<file path="src/rtl/dmem_arb_if.sv">
// Requester-side bus of one dmem_arbiter port: request payload in, grant/completion out.
interface dmem_arb_if #(
  parameter int unsigned DATA_W = 32,
  parameter int unsigned ADDR_W = 32
);
  logic              req;
  logic              we;
  logic [ADDR_W-1:0] addr;
  logic [DATA_W-1:0] wdata;
  logic              lock;
  logic              gnt;
  logic              rvalid;
  logic [DATA_W-1:0] rdata;
  logic              err;

  modport master (
    output req, we, addr, wdata, lock,
    input  gnt, rvalid, rdata, err
  );

  modport slave (
    input  req, we, addr, wdata, lock,
    output gnt, rvalid, rdata, err
  );
endinterface

</file>
<file path="src/rtl/dmem_arbiter.sv">
// Two-port round-robin arbiter in front of a single DataMemory, one access per two cycles.
// Optional grant locking is enabled by defining DMEM_ARB_LOCK_EN.
module dmem_arbiter #(
  parameter int unsigned DATA_W = 32,
  parameter int unsigned ADDR_W = 32,
  parameter int unsigned DEPTH  = 256
) (
  input  logic              clk,
  input  logic              rst,
  dmem_arb_if.slave         p0,
  dmem_arb_if.slave         p1,
  output logic [ADDR_W-1:0] mem_adress,
  output logic [DATA_W-1:0] mem_wdata,
  output logic              mem_MemWrite,
  output logic              mem_MemRead,
  input  logic [DATA_W-1:0] mem_rdata
);

  typedef enum logic {S_IDLE, S_ACCESS} state_t;

  state_t            r_state;
  logic              r_last;
  logic [1:0]        r_gnt;
  logic [1:0]        r_rvalid;
  logic [1:0]        r_err;
  logic [DATA_W-1:0] r_rdata0;
  logic [DATA_W-1:0] r_rdata1;
  logic              r_cmd_we;
  logic              r_cmd_oor;
  logic [ADDR_W-1:0] r_adress;
  logic [DATA_W-1:0] r_wdata;
  logic              r_memrd;
  logic              r_memwr;

  logic              w_any;
  logic              w_win;
  logic              w_we;
  logic [ADDR_W-1:0] w_addr;
  logic [DATA_W-1:0] w_wdata;
  logic              w_oor;
  logic [DATA_W-1:0] w_rd_data;

  // Winner selection: lone requester wins, a tie goes to the port not granted last.
  always_comb begin
    w_any = p0.req | p1.req;
    w_win = (p0.req & p1.req) ? ~r_last : p1.req;
`ifdef DMEM_ARB_LOCK_EN
    if (r_last ? p1.lock : p0.lock) begin
      w_any = r_last ? p1.req : p0.req;
      w_win = r_last;
    end
`endif
  end

`ifndef DMEM_ARB_LOCK_EN
  logic w_unused_lock;
  assign w_unused_lock = p0.lock | p1.lock;
`endif

  assign w_we      = w_win ? p1.we    : p0.we;
  assign w_addr    = w_win ? p1.addr  : p0.addr;
  assign w_wdata   = w_win ? p1.wdata : p0.wdata;
  assign w_oor     = (w_addr >= ADDR_W'(DEPTH));
  assign w_rd_data = (r_cmd_we | r_cmd_oor) ? '0 : mem_rdata;

  always_ff @(posedge clk) begin
    if (rst) begin
      r_state   <= S_IDLE;
      r_last    <= 1'b1;
      r_gnt     <= '0;
      r_rvalid  <= '0;
      r_err     <= '0;
      r_rdata0  <= '0;
      r_rdata1  <= '0;
      r_cmd_we  <= 1'b0;
      r_cmd_oor <= 1'b0;
      r_adress  <= '0;
      r_wdata   <= '0;
      r_memrd   <= 1'b0;
      r_memwr   <= 1'b0;
    end else begin
      r_gnt    <= '0;
      r_rvalid <= '0;
      r_err    <= '0;
      case (r_state)
        S_IDLE: begin
          if (w_any) begin
            r_state      <= S_ACCESS;
            r_last       <= w_win;
            r_gnt[w_win] <= 1'b1;
            r_cmd_we     <= w_we;
            r_cmd_oor    <= w_oor;
            r_adress     <= w_addr;
            r_wdata      <= w_wdata;
            r_memrd      <= ~w_we & ~w_oor;
            r_memwr      <= w_we & ~w_oor;
          end
        end
        S_ACCESS: begin
          // r_last still names the port owning this access.
          r_state          <= S_IDLE;
          r_memrd          <= 1'b0;
          r_memwr          <= 1'b0;
          r_rvalid[r_last] <= 1'b1;
          r_err[r_last]    <= r_cmd_oor;
          if (r_last) r_rdata1 <= w_rd_data;
          else        r_rdata0 <= w_rd_data;
        end
        default: r_state <= S_IDLE;
      endcase
    end
  end

  assign p0.gnt    = r_gnt[0];
  assign p1.gnt    = r_gnt[1];
  assign p0.rvalid = r_rvalid[0];
  assign p1.rvalid = r_rvalid[1];
  assign p0.err    = r_err[0];
  assign p1.err    = r_err[1];
  assign p0.rdata  = r_rdata0;
  assign p1.rdata  = r_rdata1;

  // Write strobe is gated by reset so an abandoned access never commits.
  assign mem_adress   = r_adress;
  assign mem_wdata    = r_wdata;
  assign mem_MemRead  = r_memrd;
  assign mem_MemWrite = r_memwr & ~rst;

endmodule

</file>
<file path="src/flat_wrapper.sv">
// flat-port wrapper written by rule: the top's interface ports become plain ports
module dmem_arbiter_flat 
#(
  parameter int unsigned DATA_W = 32,
  parameter int unsigned ADDR_W = 32,
  parameter int unsigned DEPTH  = 256
)
  (clk, rst, mem_adress, mem_wdata, mem_MemWrite, mem_MemRead, mem_rdata, p0_req, p0_we, p0_addr, p0_wdata, p0_lock, p0_gnt, p0_rvalid, p0_rdata, p0_err, p1_req, p1_we, p1_addr, p1_wdata, p1_lock, p1_gnt, p1_rvalid, p1_rdata, p1_err);
  dmem_arb_if #(.DATA_W(DATA_W), .ADDR_W(ADDR_W)) p0_i ();
  dmem_arb_if #(.DATA_W(DATA_W), .ADDR_W(ADDR_W)) p1_i ();
  input  logic clk;
  input  logic rst;
  output logic [ADDR_W-1:0] mem_adress;
  output logic [DATA_W-1:0] mem_wdata;
  output logic mem_MemWrite;
  output logic mem_MemRead;
  input  logic [DATA_W-1:0] mem_rdata;
  input wire logic [$bits(p0_i.req)-1:0] p0_req;
  input wire logic [$bits(p0_i.we)-1:0] p0_we;
  input wire logic [$bits(p0_i.addr)-1:0] p0_addr;
  input wire logic [$bits(p0_i.wdata)-1:0] p0_wdata;
  input wire logic [$bits(p0_i.lock)-1:0] p0_lock;
  output wire logic [$bits(p0_i.gnt)-1:0] p0_gnt;
  output wire logic [$bits(p0_i.rvalid)-1:0] p0_rvalid;
  output wire logic [$bits(p0_i.rdata)-1:0] p0_rdata;
  output wire logic [$bits(p0_i.err)-1:0] p0_err;
  input wire logic [$bits(p1_i.req)-1:0] p1_req;
  input wire logic [$bits(p1_i.we)-1:0] p1_we;
  input wire logic [$bits(p1_i.addr)-1:0] p1_addr;
  input wire logic [$bits(p1_i.wdata)-1:0] p1_wdata;
  input wire logic [$bits(p1_i.lock)-1:0] p1_lock;
  output wire logic [$bits(p1_i.gnt)-1:0] p1_gnt;
  output wire logic [$bits(p1_i.rvalid)-1:0] p1_rvalid;
  output wire logic [$bits(p1_i.rdata)-1:0] p1_rdata;
  output wire logic [$bits(p1_i.err)-1:0] p1_err;
  assign p0_i.req = p0_req;
  assign p0_i.we = p0_we;
  assign p0_i.addr = p0_addr;
  assign p0_i.wdata = p0_wdata;
  assign p0_i.lock = p0_lock;
  assign p0_gnt = p0_i.gnt;
  assign p0_rvalid = p0_i.rvalid;
  assign p0_rdata = p0_i.rdata;
  assign p0_err = p0_i.err;
  assign p1_i.req = p1_req;
  assign p1_i.we = p1_we;
  assign p1_i.addr = p1_addr;
  assign p1_i.wdata = p1_wdata;
  assign p1_i.lock = p1_lock;
  assign p1_gnt = p1_i.gnt;
  assign p1_rvalid = p1_i.rvalid;
  assign p1_rdata = p1_i.rdata;
  assign p1_err = p1_i.err;
  dmem_arbiter #(.DATA_W(DATA_W), .ADDR_W(ADDR_W), .DEPTH(DEPTH)) u_core (.clk(clk), .rst(rst), .p0(p0_i), .p1(p1_i), .mem_adress(mem_adress), .mem_wdata(mem_wdata), .mem_MemWrite(mem_MemWrite), .mem_MemRead(mem_MemRead), .mem_rdata(mem_rdata));
endmodule
</file>
<file path="config.mk">
export PLATFORM = sky130hd
export DESIGN_NAME = dmem_arbiter_flat
export DESIGN_NICKNAME = d
export VERILOG_FILES = /design/src/rtl/dmem_arb_if.sv /design/src/rtl/dmem_arbiter.sv /design/src/flat_wrapper.sv
export SDC_FILE = /design/constraint.sdc
export NUM_CORES = 1
export LEC_CHECK = 0
export ABC_AREA = 1
export CAP_MARGIN = 20
export CORE_UTILIZATION = 39
export DETAILED_ROUTE_END_ITERATION = 7
export PLACE_DENSITY = 0.81
export RECOVER_POWER = 50
export REMOVE_ABC_BUFFERS = 1
export SYNTH_ARGS = -nofsm -noshare
export SYNTH_HDL_FRONTEND = slang
export SYNTH_SLANG_ARGS = --single-unit
</file>
<file path="constraint.sdc">
create_clock -name clk -period 2 [get_ports clk]
set_clock_uncertainty 0.1 [all_clocks]
set_input_delay 0.6 -clock clk [delete_from_list [all_inputs] [get_ports clk]]
set_output_delay 0.6 -clock clk [all_outputs]
set_load 0.005 [all_outputs]
</file>
Word level (Yosys, flattened, before mapping)
Index checks and enable logic that the tools add are counted.
{ "totals": {"regBits": 140, "latchBits": 0, "ram_bits": 0, "rom_bits": 0, "input_bits": 168, "elab_cells": 54, "mem_count": 0} }
{ "classes": {"n_addsub": 0, "multipliers": 0, "n_div": 0, "magnitude_cmp": 5, "eq_ne": 1, "shift": 0, "n_mux": 15, "bitwise_logic": 13, "reduce_logical": 7} }
{ "op_table": {"columns": ["operator", "count"], "rows": [
  ["$mux W32", 3],
  ["$ge A32 B9 Y1 const B", 1],
  ["$mux W1", 7],
  ["$not A1 Y1", 6],
  ["$pmux W1 S2", 3],
  ["$reduce_and A2 Y1", 3],
  ["$and A1 B1 Y1", 4],
  ["$lt A1 B2 Y1 const B", 2],
  ["$reduce_or A3 Y1", 1],
  ["$and A2 B2 Y2", 1],
  ["$demux W1 S1", 2],
  ["$ge A1 B1 Y1 const B", 2],
  ["$logic_and A1 B1 Y1", 2],
  ["$ne A2 B1 Y1 const B", 1],
  ["$or A1 B1 Y1", 2],
  ["$reduce_or A2 Y1", 1]
]} }

Longest topological paths before layout
Gate-level depths: netlist of run 1.
{ "logic_depth": {"word_depth": 8, "ltp_mapped": 12, "ltp_nobuf": 11} }

Least setup slack after synthesis of run 1
OpenSTA, ideal clock, no wires.
{ "synth_timing": {"kind": "input-to-reg", "start": "input p1_req", "end": "register u_core.r_cmd_oor", "setup_ps": 113, "arrival_time_ps": 1579, "required_time_ps": 1787, "slack_ps": 208, "path_stages": 11, "path_buffers": 2, "cell_sequence": "buf_4 -> buf_2 -> nand3b_1 -> nand2_1 -> nand2_1 -> nor2_1 -> nand2_1 -> nor2_1 -> nand2_1 -> o21ai_1 -> inv_1"} }
{ "synth_via": {"elab_chain_len": 4} }
{ "synth_lines": {"columns": ["element", "line", "rtl"], "rows": [
  ["from (decl)", "flat_wrapper.sv:27", "input wire logic [$bits(p1_i.req)-1:0] p1_req;"],
  ["$and A1 B1 Y1", "dmem_arbiter.sv:46", "w_win = (p0.req & p1.req) ? ~r_last : p1.req;"],
  ["$mux W1", "dmem_arbiter.sv:46", null],
  ["$mux W32", "dmem_arbiter.sv:61", "assign w_addr = w_win ? p1.addr : p0.addr;"],
  ["$ge A32 B9 Y1", "dmem_arbiter.sv:63", "assign w_oor = (w_addr >= ADDR_W'(DEPTH));"],
  ["to (signal assigned)", "dmem_arbiter.sv:92", "r_cmd_oor <= w_oor;"],
  ["to (decl)", "dmem_arbiter.sv:29", "logic r_cmd_oor;"]
]} }
Parallel ways exist; a longest one is shown, timed or not.
A chain may end at the register's enable or synchronous reset.

Worst setup path after layout of run 1
{ "layout_timing": {"start": "register u_core.r_wdata[5], in the netlist u_core.mem_wdata[5]", "end": "output mem_wdata[5]"} }
{ "layout_rtl": {"columns": ["element", "line", "rtl"], "rows": [
  ["from (decl)", "dmem_arbiter.sv:31", "logic [DATA_W-1:0] r_wdata;"],
  ["from (signal assigned)", "dmem_arbiter.sv:94", "r_wdata <= w_wdata;"],
  ["to (decl)", "flat_wrapper.sv:14", "output logic [DATA_W-1:0] mem_wdata;"]
]} }
No word-level cell between the ends.

==> impl_metrics.sql, run 1 <==
INSERT INTO impl_metrics (metric_group, metric, value, unit) VALUES
('routing', 'total_via_count_in_the_routed_design', '6148', ''),
('synthesis', 'synth_edf_count', '0', ''),
('finish', 'layout.cells.most_common_list', 'sky130_fd_sc_hd__clkdlybuf4s50_1, sky130_fd_sc_hd__nand2_1, sky130_fd_sc_hd__dfxtp_1', ''),
('clock_tree', 'cts-buffers-inserted', '17', ''),
('routing', 'detail_route.first_pass.iterations', '5', ''),
('timing', 'slew_headroom', '69.2', '%'),
('finish', 'layout_commonest_cell', 'sky130_fd_sc_hd__clkdlybuf4s50_1', ''),
('routing', 'post_drt_via_cell_ratio', '5.03', ''),
('synthesis', 'synthFlopType', 'sky130_fd_sc_hd__dfxtp_1', ''),
('timing', 'fin_crit_sh', '98.3', '%'),
('timing', 'hold_violations', '0', ''),
('global_route', 'grt_start_max_net_pins', '69', ''),
('setup_path', 'critical_path.max_stage_delay', '510', 'ps'),
('setup_path', 'worst-endpoint-arrival', '1270', 'ps'),
('finish', 'multiInputGateArea', '0.00234', 'mm2'),
('outcome', 'outcome', 'finished clean', ''),
('finish', 'layout.nets', '1202', ''),
('finish', 'register_area', '0.00281', 'mm2'),
('setup_path', 'timing.reg2reg.worst_path_depth', '11', ''),
('global_route', 'number_of_global_route_vias_before_repair', '5724', ''),
('synthesis', 'mappedNetlistArea', '0.00548', 'mm2'),
('die', 'core_area', '0.0135', 'mm2'),
('timing', 'maxClockFrequency', '509', 'MHz'),
('die', 'die_w', '121', 'um'),
('routing', 'detail_route.wl_per_cell', '15.1', 'um'),
('clock_tree', 'tritoncts', 'done', ''),
('setup_path', 'critPathTopFamily', 'buffers and inverters', ''),
('routing', 'route.final.wire_length', '18500', 'um'),
('setup_path', 'r2r_setup_slack', '200', 'ps'),
('setup_path', 'worst-path-buf-inv', '1', ''),
('setup_path', 'timing.critical_path.cells', 'clkdlybuf4s50_1', ''),
('synthesis', 'syn_area_per_cell', '7.60', 'um2'),
('finish', 'antenna_cells', '0', ''),
('timing', 'setup_repair_after_global_routing_missed_its_margin', 'false', ''),
('setup_path', 'crit_path_end', 'mem_wdata[5]', ''),
('die', 'floorplan.die.height', '121', 'um'),
('routing', 'initialDrtViolationCount', '463', ''),
('setup_path', 'timing.critical_path.required', '1300', 'ps'),
('hold_path', 'holdCritStartpoint', 'u_core.mem_MemRead', ''),
('synthesis', 'syn-instance-count', '721', ''),
('pwr', 'peak_ir_drop_on_the_vdd_network', '0.000472', 'V'),
('clock_tree', 'clk_pin_slew_worst_paths', '60', 'ps'),
('job', 'max-cap-violations', '0', ''),
('setup_path', 'cp_slowest_cell', 'sky130_fd_sc_hd__clkdlybuf4s50_1', ''),
('pwr', 'power.density', '819', 'mW/mm2'),
('finish', 'syn2layout_area_growth', '74.0', '%'),
('setup_path', 'rr_startpoint', 'u_core.r_last', ''),
('finish', 'drive_above_1_share', '9.46', '%'),
('global_route', 'grt_overflow', '0', ''),
('timing', 'fin_crit', '1970', 'ps'),
('routing', 'drc', '0', ''),
('synthesis', 'synth.distinct_cells', '20', ''),
('setup_path', 'start_kind', 'flop', ''),
('die', 'initial_standard_cell_utilization_of_the_core', '40.7', '%'),
('setup_path', 'crit_fanout', '2', ''),
('place', 'place.port_buffers', '301', ''),
('routing', 'detail-route-antenna-nets', '0', ''),
('clock_tree', 'clk_path_buf_depth', '2', ''),
('die', 'die_area', '0.0145', 'mm2'),
('synthesis', 'ys_async_sr_fraction', '0', '%'),
('setup_path', 'regToRegEndpoint', 'u_core.r_cmd_oor', ''),
('pwr', 'leak_pwr', '0.00389', 'uW'),
('global_route', 'groute.usage.overall', '25.2', '%'),
('setup_path', 'capturing_element_type_of_the_critical_path', 'primary output', ''),
('place', 'place.gp.congestion', '0.846', ''),
('synthesis', 'yosysWarningCount', '0', ''),
('timing', 'report.final.slew_viol_count', '0', ''),
('timing', 'finalHoldWorstSlack', '387', 'ps'),
('timing', 'final-setup-viol-count', '0', ''),
('synthesis', 'synth.ff_latch_count', '140', ''),
('setup_path', 'timing.setup.critical_path_class', 'flop to primary output', '');
-- cells by family after synthesis --
logic type	Yosys count	synth area share [%]
AOI/OAI and AO/OA	262	25.0
and+or+nand+nor	233	17.3
DFF	140	51.2
buffers and inverters	86	6.55
-- synthesized netlist by cell type (3+ instances only) --
cell | instances | share of area, %
sky130_fd_sc_hd__nand2_1 | 189 | 13
sky130_fd_sc_hd__dfxtp_1 | 140 | 51
sky130_fd_sc_hd__o21ai_0 | 129 | 12
sky130_fd_sc_hd__a21oi_1 | 82 | 7.5
sky130_fd_sc_hd__a31oi_1 | 48 | 5.5
sky130_fd_sc_hd__clkbuf_1 | 44 | 3.0
sky130_fd_sc_hd__inv_1 | 24 | 1.6
sky130_fd_sc_hd__nor2_1 | 21 | 1.4
sky130_fd_sc_hd__nand3b_1 | 14 | 1.9
sky130_fd_sc_hd__buf_2 | 8 | 0.73
sky130_fd_sc_hd__buf_1 | 4 | 0.27
sky130_fd_sc_hd__nor3_1 | 4 | 0.37
sky130_fd_sc_hd__buf_6 | 3 | 0.62
sky130_fd_sc_hd__nand3_1 | 3 | 0.27
sky130_fd_sc_hd__o21ai_1 | 3 | 0.27
-- worst min path at each step --
stage                         end  slack, ps  depth (start not counted)
2_1_floorplan  u_core.mem_MemRead        350                          2
3_3_place_gp   u_core.mem_MemRead        360                          2
3_5_place_dp   u_core.mem_MemRead        380                          2
4_1_cts        u_core.mem_MemRead        390                          2
5_1_grt        u_core.mem_MemRead        410                          2
6_report       u_core.mem_MemRead        390                          2
-- layout make-up --
| cell class | instances | share of cell area, % |
|---|---|---|
| Timing Repair Buffer | 354 | 36.5 |
| Sequential cell | 140 | 29.5 |
| Multi-Input combinational cell | 495 | 24.6 |
| Clock buffer | 18 | 4.61 |
| Tap cell | 176 | 2.31 |
| Clock inverter | 13 | 1.50 |
| Inverter | 26 | 1.02 |
-- metrics by stage --
stage / cell area [um2] / std cells / setup WS, ps / util (%)
3_5_place_dp: 8950 / 1189 / -479 / 66.5
6_report: 9540 / 1222 / 33.8 / 70.9
3_3_place_gp: 8950 / 1189 / -444 / 66.5
2_1_floorplan: 5220 / 661 / -3210 / -
5_1_grt: 9540 / 1222 / 0.0410 / 70.9
4_1_cts: 9570 / 1222 / 1.17 / 71.1
-- registers in the layout, indices dropped and copies added, names as in the netlist --
signal and cells:
u_core.r_gnt 2, u_core.r_cmd_oor 1, u_core.p1.rdata 32, u_core.r_cmd_we 1
u_core.mem_MemRead 1, u_core.mem_adress 32, u_core.r_rvalid 2, u_core.p0.rdata 32
u_core.mem_wdata 32, u_core.r_last 1, u_core.r_memwr 1, u_core.r_err 2
u_core.r_state 1
-- worst reg2reg max path, cell delays in order (launching register included) --
cell	delay, ps
sky130_fd_sc_hd__dfxtp_2	350
sky130_fd_sc_hd__nand2_2	100
sky130_fd_sc_hd__nand2_4	90
sky130_fd_sc_hd__bufbuf_16	290
sky130_fd_sc_hd__nand2_1	80
sky130_fd_sc_hd__nand2_1	50
sky130_fd_sc_hd__nor2_1	100
sky130_fd_sc_hd__nand2_1	80
sky130_fd_sc_hd__nor2_2	180
sky130_fd_sc_hd__nand2_1	110
sky130_fd_sc_hd__o21ai_1	130
sky130_fd_sc_hd__inv_1	40
-- power by group --
group | internal [uW] | leakage [uW] | switching, uW
sequential | 3030 | 0.00116 | 123
combinational | 913 | 0.00245 | 673
clock | 1870 | 0.000283 | 1210
-- per-layer routing --
metal	global-route usage [%]	part of all wire, %	wire length, um
met5	0	0	0
met4	9.57	1.8	335
met3	7.74	8.2	1530
met2	43.1	49	9040
met1	29.6	41	7590
-- what timing repair did --
| item | in CTS | in global routing |
|---|---|---|
| pin swaps | 5 | 0 |
| setup buffers | 1 | 0 |
| endpoints found under the setup margin | 15 | 38 |
| resized for setup | 20 | 38 |
| gates cloned | 1 | 0 |
Note: power is estimated with default switching activity, not from simulation.
==> inputs of run 2 (changes only) <==
--- a/config.mk
+++ b/config.mk
@@ -6,12 +6,10 @@
 export NUM_CORES = 1
 export LEC_CHECK = 0
 export ABC_AREA = 1
-export CAP_MARGIN = 20
 export CORE_UTILIZATION = 39
 export DETAILED_ROUTE_END_ITERATION = 7
 export PLACE_DENSITY = 0.81
 export RECOVER_POWER = 50
-export REMOVE_ABC_BUFFERS = 1
 export SYNTH_ARGS = -nofsm -noshare
 export SYNTH_HDL_FRONTEND = slang
 export SYNTH_SLANG_ARGS = --single-unit
==> run 2 against run 1 <==
Against the previous run: clock power rose by 6.5%; sequential share of layout area fell by 0.44 points; largest power group is now the clock network; cell count up 0.33%; largest cell class unchanged; total power rose by 2.6%.
==> impl_metrics.sql, run 2 (synthesized netlist as in run 1, its figures left out) <==
INSERT INTO impl_metrics (metric_group, metric, value, unit) VALUES
('die', 'core.rowCount', '42', ''),
('timing', 'report.final.slew_viol_count', '0', ''),
('finish', 'final_area', '0.00968', 'mm2'),
('pwr', 'peak_ir_drop_on_the_vdd_network', '0.000648', 'V'),
('global_route', 'grtUsageMet1', '29.7', '%'),
('clock_tree', 'tritoncts_num_sinks', '140', ''),
('setup_path', 'timing.setup.critical_path_class', 'flop to primary output', ''),
('setup_path', 'worst-endpoint-arrival', '1270', 'ps'),
('finish', 'drive_above_1_share', '9.81', '%'),
('outcome', 'outcome', 'finished clean', ''),
('routing', 'drc', '0', ''),
('global_route', 'grt_antenna_before_repair', '0', ''),
('setup_path', 'capturing_element_type_of_the_critical_path', 'primary output', ''),
('timing', 'slew_headroom', '66.7', '%'),
('setup_path', 'path_depth', '1', ''),
('die', 'die_area', '0.0145', 'mm2'),
('clock_tree', 'tritoncts', 'done', ''),
('setup_path', 'cp_slowest_cell', 'sky130_fd_sc_hd__clkdlybuf4s50_1', ''),
('setup_path', 'start_kind', 'flop', ''),
('clock_tree', 'clockRootBuffer', 'sky130_fd_sc_hd__clkbuf_16', ''),
('die', 'core_area', '0.0135', 'mm2'),
('global_route', 'grt_overflow', '0', ''),
('place', 'place.gp.congestion', '0.894', ''),
('setup_path', 'crit_fanout', '2', ''),
('routing', 'total_via_count_in_the_routed_design', '6254', ''),
('global_route', 'grt_first_pass_wirelength', '30200', 'um'),
('finish', 'antenna_cells', '0', ''),
('global_route', 'groute.usage.overall', '26.9', '%'),
('routing', 'detail_route.first_pass.iterations', '5', ''),
('place', 'postPlaceCellArea', '0.00894', 'mm2'),
('finish', 'syn2layout_area_growth', '76.7', '%'),
('global_route', 'most_heavily_used_metal_layer_in_global_routing', 'met2', ''),
('clock_tree', 'clock_insertion_delay_worst_skew', '410', 'ps'),
('setup_path', 'critical_path.max_stage_delay', '530', 'ps'),
('finish', 'layout.cells.most_common_list', 'sky130_fd_sc_hd__clkdlybuf4s50_1, sky130_fd_sc_hd__nand2_1, sky130_fd_sc_hd__dfxtp_1', ''),
('setup_path', 'regToRegEndpoint', 'u_core.r_cmd_oor', ''),
('setup_path', 'rr_startpoint', 'u_core.r_last', ''),
('global_route', 'grt_start_max_net_pins', '66', ''),
('pwr', 'power.density', '828', 'mW/mm2'),
('setup_path', 'crit_path_start', 'u_core.mem_adress[15]', ''),
('timing', 'worstMarginPinSlew', '499', 'ps'),
('job', 'max-cap-violations', '0', ''),
('setup_path', 'worst-path-buf-inv', '1', ''),
('finish', 'multiInputGateArea', '0.00235', 'mm2'),
('setup_path', 'timing.reg2reg.worst_path_depth', '11', ''),
('place', 'place.port_buffers', '301', ''),
('routing', 'post_drt_via_cell_ratio', '5.10', ''),
('routing', 'route.final.wire_length', '19800', 'um'),
('clock_tree', 'cts-buffers-inserted', '17', ''),
('timing', 'maxClockFrequency', '509', 'MHz'),
('pwr', 'leak_pwr', '0.00451', 'uW'),
('die', 'floorplan.die.height', '121', 'um'),
('setup_path', 'critPathTopFamily', 'buffers and inverters', ''),
('die', 'die_w', '121', 'um'),
('place', 'detailed_place_hpwl', '13700', 'um'),
('routing', 'detail_route.wl_per_cell', '16.2', 'um'),
('timing', 'setup_total_neg_slack', '0', 'ps'),
('die', 'initial_standard_cell_utilization_of_the_core', '40.7', '%'),
('routing', 'detail-route-antenna-nets', '0', ''),
('global_route', 'met3_usage', '9.34', '%'),
('routing', 'initialDrtViolationCount', '407', ''),
('clock_tree', 'clk_pin_slew_worst_paths', '60', 'ps'),
('timing', 'finalHoldWorstSlack', '366', 'ps'),
('finish', 'final.fill_count', '1064', ''),
('synthesis', 'synth.net_count', '889', ''),
('timing', 'fin_crit', '1970', 'ps'),
('setup_path', 'timing.critical_path.required', '1300', 'ps'),
('setup_path', 'r2r_setup_slack', '220', 'ps'),
('timing', 'hold_violations', '0', ''),
('hold_path', 'whs_path_depth', '2', ''),
('finish', 'layout.nets', '1207', ''),
('setup_path', 'timing.critical_path.cells', 'clkdlybuf4s50_1', ''),
('timing', 'fin_crit_sh', '98.3', '%'),
('clock_tree', 'clk_path_buf_depth', '2', ''),
('timing', 'final-setup-viol-count', '0', ''),
('setup_path', 'crit_path_end', 'mem_adress[15]', ''),
('finish', 'register_area', '0.00281', 'mm2'),
('global_route', 'number_of_global_route_vias_before_repair', '6134', ''),
('die', 'floorplan.io_pins', '304', ''),
('finish', 'layout_commonest_cell', 'sky130_fd_sc_hd__clkdlybuf4s50_1', ''),
('global_route', 'grt_util_met2', '44.8', '%'),
('hold_path', 'hold_path_class', 'flop to flop', ''),
('clock_tree', 'cts-htree-levels', '4', '');
-- run 2: cell count changes in the layout (fill, tap and decap cells not counted), sizes merged --
cell	previous run	this run
inv	27	25
clkinvlp	2	1
dlygate4sd2	10	8
dlymetal6s2s	0	39
buf	52	57
clkdlybuf4s25	35	26
clkinv	8	3
clkdlybuf4s50	255	227
clkbuf	19	26
bufbuf	1	0
bufinv	2	3
-- run 2: area by class of cell --
class,count,share of cell area [%]
Multi-Input combinational cell,495,24.3
Tap cell,176,2.28
Sequential cell,140,29.0
Timing Repair Buffer,359,37.0
Clock buffer,24,5.29
Clock inverter,6,1.11
Inverter,26,1.01
-- run 2: timing repair --
| action | CTS | global route |
|---|---|---|
| pin swaps | 2 | 3 |
| endpoints found under the setup margin | 11 | 101 |
| setup buffers | 1 | 2 |
| endpoints found under the hold margin | 0 | 0 |
| hold buffers | 0 | 0 |
| gates resized for setup | 19 | 72 |
| gates cloned | 0 | 0 |
-- run 2: worst min-delay path by stage --
stage / endpoint / start
3_5_place_dp: u_core.mem_MemRead / u_core.mem_MemRead
2_1_floorplan: u_core.r_err[1] / u_core.r_cmd_oor
6_report: u_core.mem_MemRead / u_core.mem_MemRead
3_3_place_gp: u_core.mem_MemRead / u_core.mem_MemRead
4_1_cts: u_core.mem_MemRead / u_core.mem_MemRead
5_1_grt: u_core.mem_MemRead / u_core.mem_MemRead
-- run 2: layer usage --
layer  part of all wire, %  wire (um)
met4                   6.0       1180
met5                     0          0
met2                    48       9530
met1                    38       7610
met3                   7.5       1500
-- run 2: power by group --
group	switching [uW]	total [uW]	internal, uW
Sequential	119	3150	3030
Clock	1140	3280	2140
Combinational	691	1590	897
Total	1950	8020	6070
-- run 2: per-stage QoR --
stage	std cells	total power [uW]	util [%]	setup slack (ps)
after floorplan	721	3760	-	208
after global placement	1193	4780	66.5	-454
after detailed placement	1193	4810	66.5	-466
after CTS	1224	8080	71.1	0.298
after global routing	1226	8350	71.9	-6.03
final	1226	8020	71.9	34.1
